### src/rtl/sound_event_sequencer_if.sv
// Event/control bundle between the game logic, the sound event sequencer and the audio player.
interface sound_event_sequencer_if;
   logic       hit_evt;
   logic       score_evt;
   logic       win_evt;
   logic       mute_sw;
   logic [1:0] music_sel;
   logic       audio_rst;
   logic       audio_mute;
   logic       busy;

   modport master (
      output hit_evt, score_evt, win_evt, mute_sw,
      input  music_sel, audio_rst, audio_mute, busy
   );

   modport slave (
      input  hit_evt, score_evt, win_evt, mute_sw,
      output music_sel, audio_rst, audio_mute, busy
   );
endinterface

### src/rtl/sound_event_sequencer.sv
// Queues hit/score/win sound events and drives the audio player so each track plays once, then a gap.
// Optional: define SND_WIN_PREEMPT_EN to let a win event abort a playing hit or score track.
module sound_event_sequencer #(
   parameter int unsigned NOTE_CYCLES = 4194304,
   parameter int unsigned HIT_NOTES   = 1,
   parameter int unsigned SCORE_NOTES = 3,
   parameter int unsigned WIN_NOTES   = 11,
   parameter int unsigned GAP_CYCLES  = 1048576
) (
   input  logic                   clk,
   input  logic                   rst,
   sound_event_sequencer_if.slave bus
);
   localparam int unsigned CNT_W  = 32;
   localparam int unsigned SEL_W  = 2;
   localparam int unsigned FLAG_W = 3;

   localparam logic [CNT_W-1:0] HIT_LAST   = CNT_W'(HIT_NOTES * NOTE_CYCLES - 1);
   localparam logic [CNT_W-1:0] SCORE_LAST = CNT_W'(SCORE_NOTES * NOTE_CYCLES - 1);
   localparam logic [CNT_W-1:0] WIN_LAST   = CNT_W'(WIN_NOTES * NOTE_CYCLES - 1);
   localparam logic [CNT_W-1:0] GAP_LAST   = CNT_W'(GAP_CYCLES - 1);

   localparam logic [SEL_W-1:0] SEL_HIT   = 2'd0;
   localparam logic [SEL_W-1:0] SEL_SCORE = 2'd1;
   localparam logic [SEL_W-1:0] SEL_WIN   = 2'd2;

   typedef enum logic [1:0] {IDLE, START, PLAY, GAP} state_e;

   state_e              state_q, state_d;
   logic [FLAG_W-1:0]   flags_q, flags_d;     // bit index equals the track's music_sel code
   logic [SEL_W-1:0]    music_sel_q, music_sel_d;
   logic [CNT_W-1:0]    cnt_q, cnt_d;
   logic                audio_rst_q, audio_rst_d;

   logic [SEL_W-1:0]    pick_sel_c;
   logic [FLAG_W-1:0]   pick_mask_c;
   logic [FLAG_W-1:0]   set_c;
   logic [FLAG_W-1:0]   clr_c;
   logic [CNT_W-1:0]    len_last_c;
   logic                preempt_c;

   // Priority pick win > score > hit among pending flags
   always_comb begin
      pick_sel_c = SEL_HIT;
      if (flags_q[SEL_WIN]) begin
         pick_sel_c = SEL_WIN;
      end else if (flags_q[SEL_SCORE]) begin
         pick_sel_c = SEL_SCORE;
      end
      pick_mask_c = FLAG_W'(1) << pick_sel_c;
   end

   always_comb begin
      case (music_sel_q)
         SEL_WIN:   len_last_c = WIN_LAST;
         SEL_SCORE: len_last_c = SCORE_LAST;
         default:   len_last_c = HIT_LAST;
      endcase
   end

   always_comb begin
`ifdef SND_WIN_PREEMPT_EN
      preempt_c = bus.win_evt && !bus.mute_sw && (music_sel_q != SEL_WIN) &&
                  ((state_q == PLAY) || (state_q == GAP));
`else
      preempt_c = 1'b0;
`endif
   end

   // Next-state, counter, flag and output logic
   always_comb begin
      state_d     = state_q;
      music_sel_d = music_sel_q;
      cnt_d       = cnt_q;
      clr_c       = '0;

      case (state_q)
         IDLE: begin
            if (|flags_q) begin
               state_d     = START;
               music_sel_d = pick_sel_c;
               clr_c       = pick_mask_c;
            end
         end
         START: begin
            state_d = PLAY;
            cnt_d   = len_last_c;
         end
         PLAY: begin
            if (cnt_q != '0) begin
               cnt_d = cnt_q - CNT_W'(1);
            end else if (GAP_CYCLES != 0) begin
               state_d = GAP;
               cnt_d   = GAP_LAST;
            end else if (|flags_q) begin
               state_d     = START;
               music_sel_d = pick_sel_c;
               clr_c       = pick_mask_c;
            end else begin
               state_d = IDLE;
            end
         end
         GAP: begin
            if (cnt_q != '0) begin
               cnt_d = cnt_q - CNT_W'(1);
            end else if (|flags_q) begin
               state_d     = START;
               music_sel_d = pick_sel_c;
               clr_c       = pick_mask_c;
            end else begin
               state_d = IDLE;
            end
         end
         default: state_d = IDLE;
      endcase

      // A preempting win is consumed directly rather than queued
      if (preempt_c) begin
         state_d     = START;
         music_sel_d = SEL_WIN;
         clr_c       = FLAG_W'(1) << SEL_WIN;
      end

      set_c       = {bus.win_evt && !preempt_c, bus.score_evt, bus.hit_evt} & {FLAG_W{!bus.mute_sw}};
      flags_d     = (flags_q & ~clr_c) | set_c;
      audio_rst_d = (state_d == START);
   end

   always_ff @(posedge clk) begin
      if (rst) begin
         state_q     <= IDLE;
         flags_q     <= '0;
         music_sel_q <= SEL_HIT;
         cnt_q       <= '0;
         audio_rst_q <= 1'b1;
      end else begin
         state_q     <= state_d;
         flags_q     <= flags_d;
         music_sel_q <= music_sel_d;
         cnt_q       <= cnt_d;
         audio_rst_q <= audio_rst_d;
      end
   end

   assign bus.music_sel  = music_sel_q;
   assign bus.audio_rst  = audio_rst_q;
   assign bus.audio_mute = bus.mute_sw || (state_q != PLAY);
   assign bus.busy       = (state_q != IDLE);
endmodule

### src/flat_wrapper.sv
// flat-port wrapper written by rule: the top's interface ports become plain ports
module sound_event_sequencer_flat 
#(
   parameter int unsigned NOTE_CYCLES = 4194304,
   parameter int unsigned HIT_NOTES   = 1,
   parameter int unsigned SCORE_NOTES = 3,
   parameter int unsigned WIN_NOTES   = 11,
   parameter int unsigned GAP_CYCLES  = 1048576
)
  (clk, rst, bus_hit_evt, bus_score_evt, bus_win_evt, bus_mute_sw, bus_music_sel, bus_audio_rst, bus_audio_mute, bus_busy);
  sound_event_sequencer_if bus_i ();
  input  logic clk;
  input  logic rst;
  input wire logic [$bits(bus_i.hit_evt)-1:0] bus_hit_evt;
  input wire logic [$bits(bus_i.score_evt)-1:0] bus_score_evt;
  input wire logic [$bits(bus_i.win_evt)-1:0] bus_win_evt;
  input wire logic [$bits(bus_i.mute_sw)-1:0] bus_mute_sw;
  output wire logic [$bits(bus_i.music_sel)-1:0] bus_music_sel;
  output wire logic [$bits(bus_i.audio_rst)-1:0] bus_audio_rst;
  output wire logic [$bits(bus_i.audio_mute)-1:0] bus_audio_mute;
  output wire logic [$bits(bus_i.busy)-1:0] bus_busy;
  assign bus_i.hit_evt = bus_hit_evt;
  assign bus_i.score_evt = bus_score_evt;
  assign bus_i.win_evt = bus_win_evt;
  assign bus_i.mute_sw = bus_mute_sw;
  assign bus_music_sel = bus_i.music_sel;
  assign bus_audio_rst = bus_i.audio_rst;
  assign bus_audio_mute = bus_i.audio_mute;
  assign bus_busy = bus_i.busy;
  sound_event_sequencer #(.NOTE_CYCLES(NOTE_CYCLES), .HIT_NOTES(HIT_NOTES), .SCORE_NOTES(SCORE_NOTES), .WIN_NOTES(WIN_NOTES), .GAP_CYCLES(GAP_CYCLES)) u_core (.clk(clk), .rst(rst), .bus(bus_i));
endmodule
### config.mk
export PLATFORM = sky130hd
export DESIGN_NAME = sound_event_sequencer_flat
export DESIGN_NICKNAME = d
export VERILOG_FILES = /design/src/rtl/sound_event_sequencer_if.sv /design/src/rtl/sound_event_sequencer.sv /design/src/flat_wrapper.sv
export SDC_FILE = /design/constraint.sdc
export NUM_CORES = 1
export LEC_CHECK = 0
export CAP_MARGIN = 20
export CORE_UTILIZATION = 55
export CTS_CLUSTER_SIZE = 24
export DETAILED_ROUTE_END_ITERATION = 7
export HOLD_SLACK_MARGIN = 0.15
export MAX_ROUTING_LAYER = met4
export PLACE_DENSITY = 0.83
export SLEW_MARGIN = 5
export SYNTH_ARGS = -nofsm -noshare
export SYNTH_HDL_FRONTEND = slang
export SYNTH_SLANG_ARGS = --single-unit
### constraint.sdc
create_clock -name clk -period 2.9 [get_ports clk]
set_input_delay 0.58 -clock clk [delete_from_list [all_inputs] [get_ports clk]]
set_output_delay 0.58 -clock clk [all_outputs]
set_load 0.005 [all_outputs]
==> results_dict.tcl, run 1 <==
set metrics [dict create \
    ios 11 \
    clock_sinks 40 \
    yosys_warnings 0 \
    cts_resized 0 \
    drive_gt1_share_pct 11.2 \
    ys_seq_area_share_pct 36.6 \
    p_leak_nw 0.825 \
    ctsRootBufferMaster "clkbuf_8" \
    vias 1948 \
    worst_setup_path_end_kind "output port" \
    syn-num-nets 267 \
    grt_max_degree 16 \
    antenna_found_initial 0 \
    timing.hold.ws_ns 0.505 \
    setup_viol 0 \
    hp-class "reg2reg" \
    skew_ns 0.0109 \
    synth.avg_cell_area_um2 8.59 \
    overflow 0 \
    max_slew_margin_pct 57.8 \
    die_h_um 65.1 \
    critPathMaxFanout 11 \
    path_clk_slew_ns 0.08 \
    arrival_ns 2.08 \
    slew_viol_final 0 \
    cts_buffer_depth 2 \
    synth_edf_count 0 \
    grt.total_usage_pct 27.3 \
    crit_slowest_cell "clkdlybuf4s50_1" \
    io_buffers 10 \
    critPathLaunchType "flip-flop" \
    worst_slew_pin_slew_ns 0.627 \
    cts_buffers 5 \
    rsz0062_at_grt "false" \
    ys_async_sr_fraction_pct 0 \
    crit_path_frequent_cell "inv_1" \
    place.gp.congestion 0.824 \
    cts_setup_buffers 0 \
    cpPeakStageDelay_ns 0.58 \
    clk_latency_ns 0.30 \
    vias_per_cell 6.15 \
    utilization_pct 65.1 \
    hold_buffers 0 \
    core_area_mm2 0.00374 \
    status "complete, no violations" \
    diodes 0 \
    criticalPathCategory "reg2out" \
    period_share_pct 91.7 \
    maxCapViolCount 0 \
    ant_nets 0 \
    syn_inst 255 \
    nets 280 \
    grt_first_pass_wirelength_mm 8.62 \
    firstDrtPassIters 5 \
    finalHoldViolCount 0 \
    drt_iter0_markers 167 \
    routedWlPerCell_um 16.1 \
    fp-row-count 22 \
    fp.dieW_um 65.1 \
    tns_ns 0 \
    hpwlAfterDp_mm 3.60 \
    tritoncts "done" \
    yosysUniqueCellTypes 52 \
    ys.flop_type "dfxtp_1" \
    syn_area_mm2 0.00219 \
    drcViolationCount 0 \
    synth_seq_cells 40 \
    crit_required_ns 2.32 \
    finalPower_mw 2.49 \
    p_per_area_mw_per_mm2 1020 \
    h-tree-depth 2 \
    design.die.area_mm2 0.00424 \
    first_global_vias 1902 \
    initial_core_util_pct 58.5 \
    min_period_ns 2.66 \
    area_delta_synth_final_pct 11.3 \
    routed_wl_mm 5.11 \
    clock.fmax_mhz 376 \
    ir_worst_vdd_uv 640 \
    crit_chain "inv_1, ha_1, inv_1, clkdlybuf4s50_1" \
]
[final timing paths]
| kind | slack [ns] | end | cells after the start | from |
|---|---|---|---|---|
| worst max-delay path | 0.24 | bus_busy | 4 | u_core.state_q[0] |
| worst min-delay path | 0.51 | u_core.bus.music_sel[1] | 2 | u_core.bus.music_sel[1] |
| worst max register to register | 0.33 | u_core.cnt_q[21] | 6 | u_core.cnt_q[0] |
| worst min register to register | 0.51 | u_core.bus.music_sel[1] | 2 | u_core.bus.music_sel[1] |
[cell usage in the layout, fill, tap and decap left out, drive strengths merged, types with 6 or more instances in the layout]
| cell | instances |
|---|---|
| or3 | 6 |
| dfxtp | 40 |
| clkdlybuf4s50 | 10 |
| nand3 | 6 |
| clkbuf | 7 |
| buf | 8 |
| xor2 | 10 |
| nor2 | 29 |
| o21ai | 26 |
| ha | 6 |
| a21oi | 13 |
| nand2 | 9 |
| o311ai | 6 |
| nor4 | 11 |
| nor3 | 13 |
| xnor2 | 11 |
| inv | 10 |
[cell type report]
class / instances / area, um2
Tap cell: 48 / 60.1
Sequential cell: 40 / 801
Multi-Input combinational cell: 193 / 1290
Fill cell: 321 / 1310
Clock inverter: 1 / 7.51
Clock buffer: 7 / 86.3
Inverter: 10 / 37.5
Timing Repair Buffer: 18 / 160
[state kept, by name, summed over array words and instances (netlist names)]
name	count
u_core.flags_q	3
u_core.cnt_q	32
u_core.bus.music_sel	2
u_core.state_q	2
u_core.bus.audio_rst	1
[worst max-delay path, delay by kind of cell (launching register included)]
family     cells  cell delay, ns
buf+inv        3            1.05
flops          1            0.40
fa+ha+maj      1            0.34
[power by group]
group	internal [mW]	switching (mW)
logic	0.479	0.731
clock network	0.193	0.190
registers	0.719	0.178
total	1.39	1.10
[metrics by stage]
step	instance area [um2]	setup slack (ns)	cells
6_report	2440	0.241	317
4_1_cts	2440	0.267	317
3_3_place_gp	2340	0.367	309
2_1_floorplan	2190	0.563	255
5_1_grt	2440	0.148	317
3_5_place_dp	2340	0.353	309
[kinds of logic after synthesis]
| kind of cell | count (synthesis) | share of synthesized area (%) |
|---|---|---|
| DFF | 40 | 36.6 |
| adders and majority gates | 6 | 3.43 |
| buffers and inverters | 22 | 4.74 |
| AOI/OAI and AO/OA | 66 | 21.6 |
| xor gates and xnor gates | 21 | 8.39 |
| and+or+nand+nor | 100 | 25.3 |
[Yosys cell counts, types with 3 or more instances]
cell type | number | area, um2
inv_1 | 10 | 37.5
or3_1 | 6 | 37.5
xnor2_1 | 11 | 96.3
ha_1 | 6 | 75.1
dfxtp_1 | 40 | 801
a211oi_1 | 3 | 22.5
o21ai_1 | 5 | 25.0
xor2_1 | 10 | 87.6
nand3_1 | 6 | 30.0
nand2_1 | 8 | 30.0
a31oi_1 | 3 | 18.8
a21oi_1 | 12 | 60.1
nor2_1 | 29 | 109
nand4b_1 | 3 | 26.3
nor4_1 | 10 | 62.6
or2_2 | 4 | 25.0
nand2b_1 | 5 | 31.3
o21ai_0 | 21 | 105
nor3_1 | 12 | 60.1
o311ai_0 | 6 | 52.6
clkbuf_1 | 6 | 22.5
[layer usage]
metal,global-route usage (%),vias to the layer above,routed length (um)
li1,-,966,-
met1,33.1,912,2350
met2,44.0,64,2410
met3,6.60,6,276
met4,10.3,0,70
met5,-,-,0
(Power assumes the default switching activity.)
==> run 2: changes to the inputs <==
CELL_PAD_IN_SITES_DETAIL_PLACEMENT = 0   (was not set)
CELL_PAD_IN_SITES_GLOBAL_PLACEMENT = 2   (was not set)
CORE_UTILIZATION = 37   (was 55)
PLACE_DENSITY = 0.88   (was 0.83)
TNS_END_PERCENT = 1   (was not set)
==> run 2 against run 1 <==
Clock skew is 0.0052 ns lower. Utilization fell by 21 points. Sequential share of layout area shrank 0.64 points. Die area grew 47%. First-iteration DRC count decreased by 28%. Sequential power shrank 0.8%. Critical endpoint unchanged. Largest cell class unchanged. Largest power group unchanged.
==> results_dict.tcl, run 2 (synthesis results as in run 1) <==
set metrics [dict create \
    cpLargestDelayFamily "buffers and inverters" \
    reg2reg_slack_ns 0.40 \
    tns_ns 0 \
    final_common_cell "dfxtp_1" \
    firstDrtPassIters 4 \
    critPathMaxFanout 11 \
    cpPeakStageDelay_ns 0.58 \
    r2r_start "u_core.cnt_q[6]" \
    place.gp.congestion 0.827 \
    ctsRootBufferMaster "clkbuf_8" \
    nets 283 \
    drt_iter0_markers 121 \
    crit_required_ns 2.32 \
    p_leak_nw 0.840 \
    arrival_ns 2.03 \
    h-tree-depth 2 \
    finalHoldViolCount 0 \
    ios 11 \
    grt_first_pass_wirelength_mm 9.10 \
    slew_viol_final 0 \
    grt_max_degree 25 \
    grt.total_usage_pct 19.5 \
    routed_wl_mm 5.26 \
    cts_buffer_depth 2 \
    min_period_ns 2.61 \
    hold_buffers 0 \
    p_per_area_mw_per_mm2 1010 \
    antenna_found_initial 0 \
    criticalPathCategory "reg2out" \
    io_buffers 10 \
    diodes 0 \
    core_area_mm2 0.00561 \
    fp.dieW_um 79.0 \
    hp-class "reg2reg" \
    worst_setup_path_end_kind "output port" \
    clock.fmax_mhz 383 \
    crit_slowest_cell "clkdlybuf4s50_1" \
    tritoncts "done" \
    reg2reg_depth 7 \
    crit_path_frequent_cell "inv_1" \
    largest_register "u_core.cnt_q" \
    path_clk_slew_ns 0.08 \
    worst-path-buf-inv 3 \
    max_slew_margin_pct 44.3 \
    routedWlPerCell_um 15.3 \
    ir_worst_vdd_uv 401 \
    die_h_um 79.0 \
    vias_per_cell 5.53 \
    maxCapViolCount 0 \
    vias 1903 \
    min_to "u_core.flags_q[0]" \
    hpwlAfterDp_mm 3.71 \
    largest_reg_flops 32 \
    reg_top3 "u_core.cnt_q (32), u_core.flags_q (3)" \
    design.die.area_mm2 0.00623 \
    overflow 0 \
    clock_sinks 40 \
    crit_chain "inv_1, ha_1, inv_1, clkdlybuf4s50_1" \
    place_ws_ns 0.409 \
    drive_gt1_share_pct 11.8 \
    first_global_vias 1847 \
    cts_setup_buffers 0 \
    critPathLaunchType "flip-flop" \
    rr_endpoint "u_core.cnt_q[28]" \
    layout_setup_ws_ns 0.288 \
    ant_nets 0 \
    status "complete, no violations" \
    hold_start "u_core.flags_q[0]" \
    area_delta_synth_final_pct 13.5 \
    cts_resized 0 \
    clk_latency_ns 0.29 \
    period_share_pct 90.1 \
    setup_viol 0 \
    fp-row-count 27 \
    initial_core_util_pct 39.1 \
    drcViolationCount 0 \
    rsz0062_at_grt "false" \
    nFillCells 600 \
    min_path_cells 2 \
    layout_common_cells "40 x dfxtp_1, 29 x nor2_1, 21 x o21ai_0" \
    cts_buffers 5 \
    skew_ns 0.00565 \
    worst_slew_pin_slew_ns 0.827 \
]
==> run 2: worst register-to-register path, delay by kind of cell, from the launching register on <==
family                 cells  cell delay (ns)
AND/OR/NAND/NOR            5             1.44
flip-flops                 1             0.38
AO/OA/AOI/OAI              1             0.38
buffers and inverters      1             0.20
==> run 2: how the worst max path moves through the flow <==
stage / start / to / depth (start not counted)
after floorplan: u_core.cnt_q[0] / u_core.cnt_q[23] / 7
after global placement: u_core.cnt_q[6] / u_core.cnt_q[13] / 7
after detailed placement: u_core.cnt_q[6] / u_core.cnt_q[30] / 7
after CTS: u_core.state_q[0] / bus_busy / 4
after global routing: u_core.state_q[0] / bus_busy / 4
final: u_core.state_q[0] / bus_busy / 4
==> run 2: metal layers <==
metal  up-vias  GRT usage [%]  part of all wire (%)
met5         -              -                     0
met4         0           9.82                   3.2
met3        15           4.25                   3.6
met2        38           28.1                    43
met1       877           25.8                    50
li1        973              -                     -
==> run 2: area by class of cell <==
class	count	area, um2	share of cell area [%]
clock buffers	8	90.1	3.62
inverters	10	37.5	1.51
multi-input cells	193	1290	51.7
flip-flops and latches	40	801	32.2
well taps	72	90.1	3.62
repair buffers	21	183	7.34
==> run 2: report_power, final <==
group	total [mW]	switching [mW]	internal (mW)
Combinational	1.24	0.732	0.509
Sequential	0.890	0.171	0.719
Clock	0.391	0.197	0.194
==> run 2: through the flow <==
step	hold slack, ns	power (mW)	area [um2]	std cells	utilization (%)
5_1_grt	0.521	2.75	2490	344	44.4
4_1_cts	0.496	2.54	2490	344	44.4
3_3_place_gp	0.483	2.15	2400	336	42.7
3_5_place_dp	0.484	2.14	2400	336	42.7
2_1_floorplan	0.468	1.77	2190	255	-
6_report	0.496	2.52	2490	344	44.4
==> run 3: changes to the inputs <==
ABC_AREA = 0   (was not set)
CAP_MARGIN = not set   (was 20)
CORE_ASPECT_RATIO = 1.2   (was not set)
==> run 3 against run 2 <==
Global-route usage down 0.86 points. Combinational power about the same. Highest routed layer unchanged. Sequential power about the same. Cell count up 2.3%. Non-clock buffer count unchanged. Fmax down 1.2%. Sequential cell count unchanged.
==> results_dict.tcl, run 3 (synthesis results as in run 1) <==
set metrics [dict create \
    grt.total_usage_pct 18.7 \
    setup_viol 0 \
    min_period_ns 2.64 \
    grt_first_pass_wirelength_mm 8.84 \
    routedWlPerCell_um 15.1 \
    utilization_pct 44.4 \
    final_common_cell "dfxtp_1" \
    tritoncts "done" \
    ir_worst_vdd_uv 532 \
    tns_ns 0 \
    clock_sinks 40 \
    crit_slowest_cell "or3_1" \
    regArea_um2 801 \
    die_h_um 86.3 \
    criticalPathCategory "reg2reg" \
    path_clk_slew_ns 0.08 \
    diodes 0 \
    period_share_pct 91.2 \
    max_slew_margin_pct 54.8 \
    core_area_mm2 0.00567 \
    seqPwrFrac_pct 34.5 \
    maxCapViolCount 0 \
    drcViolationCount 0 \
    nFillCells 579 \
    switchingPower_mw 1.11 \
    finalHoldViolCount 0 \
    ant_nets 0 \
    cpLargestDelayFamily "simple AND/OR/NAND/NOR gates" \
    hold_buffers 0 \
    worst_setup_path_end_kind "flip-flop" \
    place.gp.congestion 0.801 \
    crit_chain "nor4_1, nand4_2, or3_1, a211oi_1, or2_2, nor2_1" \
    clk_latency_ns 0.29 \
    drt_iter0_markers 89 \
    ios 11 \
    layout_common_cells "40 x dfxtp_1, 29 x nor2_1, 21 x o21ai_0" \
    pwr-share-clk_pct 17.6 \
    grt_max_degree 22 \
    p_int_mw 1.47 \
    multi_input_area_mm2 0.00129 \
    worst_slew_pin_slew_ns 0.678 \
    critPathLaunchType "flip-flop" \
    largest_reg_flops 32 \
    drive_gt1_share_pct 12.1 \
    worst-path-buf-inv 0 \
    switching_share_pct 43.0 \
    timing.hold.ws_ns 0.503 \
    p_per_area_mw_per_mm2 1030 \
    finalPower_mw 2.58 \
    fp-row-count 30 \
    vias_per_cell 5.35 \
    firstDrtPassIters 4 \
    nets 283 \
    rsz0062_at_grt "false" \
    fp.dieW_um 72.2 \
    skew_ns 0.00761 \
    critPathMaxFanout 11 \
    cts_buffer_depth 2 \
    status "complete, no violations" \
    area_delta_synth_final_pct 14.8 \
    h-tree-depth 2 \
    antenna_found_initial 0 \
    arrival_ns 2.83 \
    io_buffers 10 \
    overflow 0 \
    cts_buffers 5 \
    placed_cells 344 \
    clock.fmax_mhz 378 \
    crit_required_ns 3.08 \
    cts_setup_buffers 0 \
    first_global_vias 1848 \
    p_leak_nw 0.850 \
    largest_register "u_core.cnt_q" \
    fin_cells 352 \
    routed_wl_mm 5.31 \
    initial_core_util_pct 38.7 \
    ctsRootBufferMaster "clkbuf_8" \
    slew_viol_final 0 \
    cpPeakStageDelay_ns 0.63 \
    hpwlAfterDp_mm 3.83 \
    cts_resized 0 \
    design.die.area_mm2 0.00623 \
    p_comb_share_pct 47.9 \
    vias 1883 \
    reg_top3 "u_core.cnt_q (32), u_core.flags_q (3)" \
    hp-class "reg2reg" \
]
run 3: changes by cell type in the layout (fill, tap and decap cells not counted), sizes merged:
cell / delta
clkbuf: -2
bufinv: +1
clkinv: +1
run 3: final cells by class:
cell class	instances	area share, %
flip-flops and latches	40	31.8
clock inverters	2	1.39
clock buffers	6	2.89
repair buffers	21	7.26
well taps	80	3.98
inverters	10	1.49
multi-input cells	193	51.1
run 3: worst min-delay path, stage by stage (launching register included):
cell	delay [ns]
dfxtp_1	0.33
o21ai_0	0.07
a21oi_1	0.06
run 3: path summary, 6_finish.rpt:
path	from	endpoint	slack, ns	cells past startpoint
worst max-delay path	u_core.cnt_q[14]	u_core.cnt_q[24]	0.26	6
worst min-delay path	u_core.bus.music_sel[0]	u_core.bus.music_sel[0]	0.50	2
worst max register to register	u_core.cnt_q[14]	u_core.cnt_q[24]	0.26	6
worst min register to register	u_core.bus.music_sel[0]	u_core.bus.music_sel[0]	0.50	2
run 3: power by group through the flow:
| stage | Combinational, mW | Clock (mW) | Sequential [mW] |
|---|---|---|---|
| 5_1_grt | 1.38 | 0.481 | 0.916 |
| 3_5_place_dp | 1.23 | 0 | 0.899 |
| 2_1_floorplan | 0.912 | 0 | 0.860 |
| 4_1_cts | 1.24 | 0.469 | 0.891 |
| 6_report | 1.24 | 0.454 | 0.892 |
| 3_3_place_gp | 1.23 | 0 | 0.901 |
run 3: through the flow:
stage	cell area (um2)	setup WS, ns
global placement	2410	0.300
CTS	2510	0.248
finish	2510	0.256
global route	2510	0.0905
floorplan	2190	0.563
detailed placement	2410	0.287
run 3: routing by layer:
layer | GRT usage, % | share of wire, %
met1 | 23.1 | 48
met2 | 30.8 | 47
met3 | 3.14 | 2.9
met4 | 6.24 | 1.9
met5 | - | 0
